`config.mk`:
```
export PLATFORM = sky130hd
export DESIGN_NAME = mc_controller
export DESIGN_NICKNAME = d
export VERILOG_FILES = /design/src/rtl/mc_controller.sv
export SDC_FILE = /design/constraint.sdc
export NUM_CORES = 1
export LEC_CHECK = 0
export CAP_MARGIN = 10
export CORE_MARGIN = 8
export CORE_UTILIZATION = 42
export CTS_BUF_LIST = sky130_fd_sc_hd__clkbuf_16
export DETAILED_ROUTE_END_ITERATION = 10
export PLACE_DENSITY = 0.77
export SYNTH_ARGS = -nofsm -noshare
export SYNTH_HDL_FRONTEND = slang
export SYNTH_SLANG_ARGS = --single-unit
```
`constraint.sdc`:
```
create_clock -name clk -period 2.3 [get_ports clk]
set_input_delay 0.345 -clock clk [delete_from_list [all_inputs] [get_ports clk]]
set_output_delay 0.345 -clock clk [all_outputs]
set_load 0.01 [all_outputs]
```
`src/rtl/mc_controller.sv`:
```
// Multicycle control FSM for the RV32 subset datapath: sequences mux selects, write strobes and ALU op per instruction.
// Outputs are combinational from state/op/memready/btaken; FETCH, MEMREAD and MEMWRITE hold while memready is low.
module mc_controller (
    input  logic        clk,
    input  logic        reset,
    input  logic [6:0]  op,
    input  logic [2:0]  funct3,
    input  logic        funct7b5,
    input  logic        btaken,
    input  logic        memready,
    output logic [3:0]  alucontrol,
    output logic [1:0]  alusrca,
    output logic [1:0]  alusrcb,
    output logic [1:0]  resultsrc,
    output logic [1:0]  immsrc,
    output logic        adrsrc,
    output logic        irwrite,
    output logic        pcwrite,
    output logic        regwrite,
    output logic        memwrite,
    output logic        illegal,
    output logic        retire,
    output logic [31:0] instret
);

    localparam logic [6:0] OP_LW  = 7'b0000011;
    localparam logic [6:0] OP_SW  = 7'b0100011;
    localparam logic [6:0] OP_R   = 7'b0110011;
    localparam logic [6:0] OP_I   = 7'b0010011;
    localparam logic [6:0] OP_BEQ = 7'b1100011;
    localparam logic [6:0] OP_JAL = 7'b1101111;

    localparam logic [3:0] ALU_ADD = 4'b0000;
    localparam logic [3:0] ALU_SUB = 4'b1000;
    localparam logic [3:0] ALU_SLT = 4'b0010;
    localparam logic [3:0] ALU_OR  = 4'b0110;
    localparam logic [3:0] ALU_AND = 4'b0111;

    typedef enum logic [3:0] {
        S_FETCH, S_DECODE, S_MEMADR, S_MEMREAD, S_MEMWB, S_MEMWRITE,
        S_EXECUTER, S_EXECUTEI, S_ALUWB, S_BEQ, S_JAL, S_ILLEGAL
    } state_t;

    state_t      state_q, state_d;
    logic [31:0] instret_q, instret_d;
    logic [3:0]  dec_alu;
    logic        dec_ok;

    always_comb begin
        dec_ok  = 1'b1;
        dec_alu = ALU_ADD;
        case (funct3)
            3'b000:  dec_alu = (op == OP_R && funct7b5) ? ALU_SUB : ALU_ADD;
            3'b010:  dec_alu = ALU_SLT;
            3'b110:  dec_alu = ALU_OR;
            3'b111:  dec_alu = ALU_AND;
            default: dec_ok  = 1'b0;
        endcase
    end

    always_comb begin
        case (op)
            OP_SW:   immsrc = 2'b01;
            OP_BEQ:  immsrc = 2'b10;
            OP_JAL:  immsrc = 2'b11;
            default: immsrc = 2'b00;
        endcase
    end

    always_comb begin
        state_d    = state_q;
        alucontrol = ALU_ADD;
        alusrca    = 2'b00;
        alusrcb    = 2'b00;
        resultsrc  = 2'b00;
        adrsrc     = 1'b0;
        irwrite    = 1'b0;
        pcwrite    = 1'b0;
        regwrite   = 1'b0;
        memwrite   = 1'b0;
        illegal    = 1'b0;
        retire     = 1'b0;
        case (state_q)
            S_FETCH: begin
                alusrcb   = 2'b10;
                resultsrc = 2'b10;
                irwrite   = memready;
                pcwrite   = memready;
                if (memready) state_d = S_DECODE;
            end
            S_DECODE: begin
                alusrca = 2'b01;
                alusrcb = 2'b01;
                case (op)
                    OP_LW, OP_SW: state_d = S_MEMADR;
                    OP_R:         state_d = dec_ok ? S_EXECUTER : S_ILLEGAL;
                    OP_I:         state_d = dec_ok ? S_EXECUTEI : S_ILLEGAL;
                    OP_BEQ:       state_d = (funct3 == 3'b000) ? S_BEQ : S_ILLEGAL;
                    OP_JAL:       state_d = S_JAL;
                    default:      state_d = S_ILLEGAL;
                endcase
            end
            S_MEMADR: begin
                alusrca = 2'b10;
                alusrcb = 2'b01;
                state_d = (op == OP_LW) ? S_MEMREAD : S_MEMWRITE;
            end
            S_MEMREAD: begin
                adrsrc = 1'b1;
                if (memready) state_d = S_MEMWB;
            end
            S_MEMWB: begin
                resultsrc = 2'b01;
                regwrite  = 1'b1;
                retire    = 1'b1;
                state_d   = S_FETCH;
            end
            S_MEMWRITE: begin
                adrsrc   = 1'b1;
                memwrite = 1'b1;
                retire   = memready;
                if (memready) state_d = S_FETCH;
            end
            S_EXECUTER: begin
                alusrca    = 2'b10;
                alucontrol = dec_alu;
                state_d    = S_ALUWB;
            end
            S_EXECUTEI: begin
                alusrca    = 2'b10;
                alusrcb    = 2'b01;
                alucontrol = dec_alu;
                state_d    = S_ALUWB;
            end
            S_ALUWB: begin
                regwrite = 1'b1;
                retire   = 1'b1;
                state_d  = S_FETCH;
            end
            S_BEQ: begin
                alusrca = 2'b10;
                pcwrite = btaken;
                retire  = 1'b1;
                state_d = S_FETCH;
            end
            S_JAL: begin
                alusrca = 2'b01;
                alusrcb = 2'b10;
                pcwrite = 1'b1;
                state_d = S_ALUWB;
            end
            S_ILLEGAL: illegal = 1'b1;
            default:   state_d = S_FETCH;
        endcase
        // State already sits in FETCH during reset; only the memready-driven strobes need masking.
        if (reset) begin
            irwrite  = 1'b0;
            pcwrite  = 1'b0;
            regwrite = 1'b0;
            memwrite = 1'b0;
            illegal  = 1'b0;
            retire   = 1'b0;
        end
    end

    always_comb begin
        instret_d = instret_q + {31'd0, retire};
    end

    always_ff @(posedge clk or posedge reset) begin
        if (reset) begin
            state_q   <= S_FETCH;
            instret_q <= '0;
        end else begin
            state_q   <= state_d;
            instret_q <= instret_d;
        end
    end

    assign instret = instret_q;

endmodule

```
---- Word level (Yosys, flattened, before mapping) ----
Cells that the tools add are included.
word-level totals
  bits in registers ....................... 36
  output and inout port bits .............. 51
  logic and storage cells ................. 72
  input bits .............................. 15
cells by class
  multiplexer cells ....................... 30
  bitwise operators ....................... 1
  reductions and logical operators ........ 15
  add/sub/neg operators ................... 1
  equality and inequality tests ........... 23
operators with widths
  cell                count
  $add 32x1->32       1
  $mux 4              7
  $pmux 4 s7          1
  $pmux 4 s5          1
  $eq 4x3->1 const B  4
  $eq 4x4->1 const B  4
  $pmux 4 s4          1
  $eq 7x6->1 const B  2
  $eq 7x7->1 const B  2
  $mux 1              12
  $pmux 2 s2          3
  $reduce_or 2->1     6
  $reduce_or 3->1     3
  $eq 4x2->1 const B  2
  $reduce_or 4->1     2
  $eq 7x2->1 const B  1
  $eq 7x5->1 const B  1
  $eq 3x3->1 const B  2
  $ne 2x2->1 const B  3
  $pmux 2 s3          1
  $eq 4x1->1 const B  1
  $logic_not 4->1     1
  $reduce_and 4->1    1
  $eq 3x2->1 const B  1
  7 further kinds     7

---- Depth between registers and ports, before layout ----
Gate-level depths: netlist (run 1).
  depth after elaboration ................. 6
  mapped depth ............................ 10

---- Worst setup path after synthesis (run 1) ----
Ideal clock, no wire load.
  path kind ............................... register to register
  start ................................... register state_q[3]
  end ..................................... register instret_q[28] (netlist: instret[28])
  required time ........................... 2220 ps
  setup slack ............................. -320 ps
  arrival ................................. 2540 ps
  stages on the path, launching flop included .. 11
  buffers on the path ..................... 1
  cells stage by stage .................... dfrtp_1 clkbuf_1 nor2b_1 a21oi_1 nor3_1 ha_1 ha_1 nand2_1 or3_1 nor4_2 xnor2_1
between the ends
  longest elaborated chain between the ends .. 5
  elaborated cells on any way between the ends .. 8
  classes of those cells .................. add/sub (1); eq/ne (4); mux (2); reduce/logical (1)
ends and longest elaborated chain
  what                                             RTL line  RTL
  start, declared                                  44        state_t state_q, state_d;
  start signal, assigned                           175       state_q <= state_d;
  $eq 4x4->1 / $eq 4x3->1 (equally long branches)  83        case (state_q)
  $reduce_or 3->1 (no line)                        --
  $pmux 1 s2 *                                     83
  $mux 1 *                                         156       if (reset) begin
  named net retire                                 22        output logic retire,
  $add 32x1->32 *                                  167       instret_d = instret_q + {31'd0, retire};
  named net instret_d[28]                          45        logic [31:0] instret_q, instret_d;
  end signal, assigned                             176       instret_q <= instret_d;
  end, declared                                    45
Mark *: on every way through the listed nets, which the timed path passes. The rest lies on a longest branch.
A chain may end at the register's enable or synchronous reset.

---- Worst setup path in the final report (run 1) ----
  start ................................... register state_q[2]
  end ..................................... register instret_q[24] (netlist: instret[24])
between the ends
  longest elaborated chain between the ends .. 5
  elaborated cells on any way between the ends .. 8
  classes of those cells .................. add/sub (1); eq/ne (4); mux (2); reduce/logical (1)
ends and longest elaborated chain
  what                                             RTL line
  $eq 4x4->1 / $eq 4x3->1 (equally long branches)  83
  $reduce_or 3->1 (no line)                        --
  $pmux 1 s2 *                                     83
  $mux 1 *                                         156
  $add 32x1->32 *                                  167
  named net instret_d[24]                          45
Marked as above.

==> metrics.cfg, run 1 <==
[status]
run_status=finished, final reports clean

[clock_network]
clkTransAtPathRegs_ns=0.05
clock_latency_reported_for_the_late_side_of_the_worst_skew_pair_ns=0.27
cts_buffers=5
clockBufferDepth=2
clock_sinks=36
clk_root_buffer_cell=clkbuf_16
htreeDepth=2
tritoncts=yes

[worst_setup_path]
cp_max_fo=4
critPathCaptureType=flip-flop
critPathArrivalTime_ns=2.43
critical_path.n_buffers_inverters=0
critical-path-max-stage-delay_ns=0.45
worst-path-stages=9
critical_path.most_common_cell=nor3_4
reg2reg_setup_slack_ns=0.06
worst-r2r-cell-count=9
crit_chain=nor2b_2 > a21oi_2 > nor3_4 > ha_2 > ha_4 > nand2_2 > or3_4 > nor3_4 > xor2_1
end_point_of_the_critical_path=instret[24]
worst_setup_path_start_kind=flip-flop
path_type_of_the_worst_setup_path=flip-flop to flip-flop
regToRegStartpoint=state_q[2]
dominant_delay_contributor_by_cell_family_on_the_critical_path=simple AND/OR/NAND/NOR gates
terminus_of_the_critical_flop_to_flop_path=instret[24]
critical-path-slowest-cell=or3_4
critical_path.startpoint=state_q[2]
cp.required_ns=2.50

[yosys]
ys_seq_area_share_pct=43.5
ys_ff_latch=36
synth.net_count=239
syn_area_per_cell_um2=9.32
ys.warnings.count=0
synthesis.area_um2=2070
synthDominantAreaCellType=dfrtp_1
synth_edf_count=0
post_synth_num_cell_types=37
area_share_of_the_largest_cell_type_after_synthesis_pct=43.5
synthCells=222
synth_area_leaders=dfrtp_1 44%, xnor2_1 10%, nand4_1 4.8%
synthArstFlopShare_pct=100
postSynth.topFlopCell=dfrtp_1

[grt]
first_global_vias=2042
globalRouteMet3Util_pct=3.50
grt_busiest_layer=met2
grt_start_max_net_pins=37
global_route.overflow_total=0
first_pass_grt_wire_length_um=9340
groute.layer.met1.usage_pct=18.7
grtUsageMet2_pct=26.3
global_route_usage_over_all_layers_pct=15.3
antenna_found_initial=0

[route]
post_drt_via_cell_ratio=5.18
dr_total_vias=1988
drtAntennaViolNets=0
detailedRoute.firstIterationViolations=89
post_drt_wl_per_cell_um=15.1
detail_route.drc_violations=0
drt-pass1-iter-count=4
finalWirelength_um=5790

[power_and_ir_drop]
share_seq_of_total_power_pct=31.2
p_int_uw=1690
leak_uw=0.00149
power_switching_uw=877
power.total_uw=2570
power-per-cell-area_nw_per_um2=781
pwr-share-clk_pct=23.8
ir_drop_mv=0.456
sw_frac_of_total_pct=34.1
combinationalPowerShare_pct=44.9

[timing]
fin_worst_skew_ns=0.00565
rsz_0062_raised_after_global_routing=yes
max_slew.worst_pin.slew_ns=0.495
post-route-min-period_ns=2.24
relative_max_transition_margin_pct=66.9
totalNegativeSetupSlack_ns=0
final-max-slew-violation-count=0
hold_viol=0
period_utilisation_layout_pct=97.2
setup_violations=0
fmaxAchievable_mhz=447

[layout]
final.fill_count=359
multiInputGateArea_um2=1240
final_net_count=334
share_of_layout_cells_above_drive_strength_1_pct=18.9
area_growth_syn_to_layout_pct=59.0
antennaDiodeCount=0
ff_latch_area_um2=901

[hold_path]
worstHoldPathType=flip-flop to flip-flop
min_path_cells=1

[placement]
io_buffer_count=65
gp_routability_congestion=0.803
detailed_place_hpwl_um=4370

[floorplan]
rows=25
starting_utilization_of_the_core_area_pct=43.8
dieArea_um2=7430
design.core.area_um2=4720
die_y_um=86.2
top_ports=66
chipWidth_um=86.2

[run]
cap_viol_max_count=0

-- placed cells by master (no fill, tap or decap), types with 4 or more instances in the layout --
cell,netlist,layout
nor2_1,13,13
clkdlybuf4s50_1,0,58
nand4_1,16,16
dlymetal6s2s_1,0,5
nor3_1,15,8
nand3_1,10,10
clkbuf_16,0,5
dfrtp_1,36,36
nor3_4,0,4
nor2b_2,0,4
o21ai_0,6,6
inv_1,9,9
nand2_1,13,12
a21oi_1,6,5
xor2_1,10,10
buf_4,0,29
and3_1,6,6
xnor2_1,24,24
nand2b_1,8,6
-- how the worst min path moves through the flow --
stage                            from          end  slack [ns]
after floorplan                 reset   instret[0]        0.51
after global placement    instret[31]  instret[31]        0.46
after detailed placement  instret[31]  instret[31]        0.47
after CTS                 instret[31]  instret[31]        0.47
after global routing      instret[26]  instret[26]        0.53
final                     instret[31]  instret[31]        0.47
-- flip-flops by register name (all words and copies together), names as in the netlist --
signal / flops
instret: 32
state_q: 4
-- Yosys cell counts (all sizes together) (2+ instances only) --
cell type and count:
or4 2, mux2i 3, nand4 16, dfrtp 36, and4 3, nor3 15
and2 2, nand3 10, nor2b 7, xnor2 24, a21oi 6, or3 4
o211ai 2, inv 9, nor2 13, buf 5, xor2 10, nor3b 3
ha 2, and3 6, o21ai 6, nand2 13, nor4 5, nand2b 8
clkbuf 3
-- cells by family (layout without fill, tap and decap cells) --
| family | count (synthesis) | after routing | share of synthesized area, % |
|---|---|---|---|
| simple gates | 110 | 110 | 29.9 |
| flops | 36 | 36 | 43.5 |
| xor+xnor | 34 | 34 | 14.4 |
| compound gates | 20 | 20 | 6.35 |
| buf+inv | 17 | 112 | 3.20 |
| mux | 3 | 3 | 1.45 |
| fa+ha+maj | 2 | 2 | 1.21 |
-- power by group through the flow --
stage	sequential, µW	combinational (µW)	clock [µW]
after floorplan	794	583	0
after global placement	793	1090	0
after detailed placement	797	1110	0
after CTS	786	1120	625
after global routing	812	1260	655
final	802	1150	612
-- layout make-up --
class,instances,area share (%)
clock buffers,5,3.80
inverters,9,1.03
flip-flops and latches,36,27.4
well taps,67,2.55
clock inverters,2,0.228
repair buffers,96,27.4
multi-input cells,169,37.6
-- layer usage --
metal  share of wire (%)  up-vias
met5                   0        -
met4                 1.4        0
met3                 4.6       10
met2                  50       51
met1                  44      944
li1                    -      983
-- metrics by stage --
step / area, µm² / setup WS [ns] / util (%) / hold slack, ns / std cells
2_1_floorplan: 2100 / 0.0133 / - / 0.508 / 222
3_3_place_gp: 3020 / -0.183 / 64.0 / 0.459 / 377
3_5_place_dp: 3020 / -0.319 / 64.0 / 0.465 / 377
4_1_cts: 3190 / -0.0174 / 67.6 / 0.474 / 384
5_1_grt: 3290 / -0.0559 / 69.7 / 0.529 / 384
6_report: 3290 / 0.0650 / 69.7 / 0.467 / 384
-- timing repair --
action,CTS,global route
hold buffers,0,0
cloned,0,0
resized for setup,9,23
pin swaps,0,10
endpoints found under the setup margin,5,21
setup buffers,0,0
No activity file was read; power rests on OpenSTA's default activity.
==> run 2, diff against run 1 <==
--- a/config.mk
+++ b/config.mk
@@ -9,7 +9,9 @@
 export CORE_MARGIN = 8
 export CORE_UTILIZATION = 42
 export CTS_BUF_LIST = sky130_fd_sc_hd__clkbuf_16
+export CTS_CLUSTER_DIAMETER = 30
 export DETAILED_ROUTE_END_ITERATION = 10
+export GPL_TIMING_DRIVEN = 0
 export PLACE_DENSITY = 0.77
 export SYNTH_ARGS = -nofsm -noshare
 export SYNTH_HDL_FRONTEND = slang
==> run 2 against run 1 <==
Compared with the run above: register-to-register slack better by 0.02 ns; maximum frequency down 1.3%; design area up 0.87%; count of clock-buffer cells in the layout unchanged; critical path type is now flip-flop to output port; largest cell class unchanged.
==> metrics.cfg, run 2 (synthesis gave the netlist of run 1 again) <==
[timing]
fmaxAchievable_mhz=442
holdWs_ns=0.328
hold_viol=0
relative_max_transition_margin_pct=57.9
totalNegativeSetupSlack_ns=0
setup_violations=0
post-route-min-period_ns=2.26
final-max-slew-violation-count=0
worst_slack_ns=0.0353
fin_worst_skew_ns=0.00713
max_slew.worst_pin.slew_ns=0.631
period_utilisation_layout_pct=98.5

[hold_path]
worstHoldPathType=input port to asynchronous set/reset pin

[clock_network]
clock_latency_reported_for_the_late_side_of_the_worst_skew_pair_ns=0.28
tritoncts=yes
clkTransAtPathRegs_ns=0.06
clockBufferDepth=2
cts_buffers=5
clk_root_buffer_cell=clkbuf_16
htreeDepth=2
clock_sinks=36

[grt]
first_global_vias=2059
global_route.overflow_total=0
first_pass_grt_wire_length_um=9780
global_route_usage_over_all_layers_pct=16.4
antenna_found_initial=0
grt_start_max_net_pins=23

[floorplan]
design.core.area_um2=4720
dieArea_um2=7430
chipWidth_um=86.2
die_y_um=86.2
starting_utilization_of_the_core_area_pct=43.8
rows=25
top_ports=66

[layout]
area_growth_syn_to_layout_pct=60.4
multiInputGateArea_um2=1290
largest_register_ff_count=32
commonest_non_fill_non_tap_cell_in_the_layout=clkdlybuf4s50_1
mostFrequentLayoutCells=51 x clkdlybuf4s50_1, 34 x dfrtp_1, 24 x xnor2_1, 16 x nand4_1, 14 x buf_4
antennaDiodeCount=0
final.fill_count=338
share_of_layout_cells_above_drive_strength_1_pct=19.1
finish.instance_area_um2=3320
ff_latch_area_um2=903
final_net_count=325

[worst_setup_path]
critPathCaptureType=output port
worst_setup_path_start_kind=flip-flop
path_type_of_the_worst_setup_path=flip-flop to output port
critPathArrivalTime_ns=1.92
cp_max_fo=6
cp.required_ns=1.96

[placement]
pre_cts_worst_setup_slack_ns=-0.541
detailed_place_hpwl_um=4160
gp_routability_congestion=0.881
dpl_cell_area_um2=2860
io_buffer_count=65

[run]
cap_viol_max_count=0

[route]
detail_route.drc_violations=0
dr_total_vias=2037
detailedRoute.firstIterationViolations=114
post_drt_wl_per_cell_um=16.8
drtAntennaViolNets=0
post_drt_via_cell_ratio=5.42
finalWirelength_um=6310
drt-pass1-iter-count=4

[power_and_ir_drop]
leak_uw=0.00157
power-per-cell-area_nw_per_um2=833
power.total_uw=2760
ir_drop_mv=0.432

[status]
run_status=finished, final reports clean

run 2: power by group:
group	internal [µW]	switching, µW
Sequential	710	96.0
Combinational	686	621
Clock	398	253
run 2: critical path: stages, from the launching register on:
cell             delay [ns]
dfrtp_2                0.45
buf_6                  0.14
buf_4                  0.16
xnor2_1                0.12
nor3b_1                0.19
clkdlybuf4s50_1        0.59
run 2: worst paths after layout:
check / endpoint / depth (start not counted) / slack, ns / start
hold / removal: instret[7] / 2 / 0.33 / reset
setup / recovery: adrsrc / 5 / 0.04 / state_q[2]
min in group clk: instret[31] / 1 / 0.47 / instret[31]
hold reg to reg: instret[31] / 1 / 0.47 / instret[31]
setup reg to reg: instret[30] / 10 / 0.08 / state_q[2]
max in group asynchronous: state_q[2] / 3 / 1.43 / reset
run 2: what timing repair did:
item / in CTS / in global routing
hold buffers: 0 / 0
buffers inserted: 9 / 4
hold endpoints to repair: 0 / 0
pin swaps: 5 / 8
setup endpoints to repair: 28 / 31
resized for setup: 35 / 29
run 2: cell type report:
type / count / share of cell area, %
sequential: 36 / 27.2
multi-input combinational: 169 / 38.7
clock inverter: 3 / 0.565
timing repair buffer: 79 / 23.7
tap: 67 / 2.53
inverter: 9 / 1.02
buffer: 8 / 2.41
clock buffer: 5 / 3.77
run 2: stage by stage:
| step | std cells | utilization (%) |
|---|---|---|
| after floorplan | 222 | - |
| after global placement | 354 | 60.0 |
| after detailed placement | 355 | 60.6 |
| after CTS | 372 | 67.5 |
| after global routing | 376 | 70.3 |
| final | 376 | 70.3 |
run 2: metal layers:
metal,vias to the layer above,track usage (%),share of wire (%)
met2,57,29.5,53
met1,1003,18.5,41
met3,12,2.84,4.1
li1,965,-,-
met4,0,6.89,2.0
met5,-,0,0
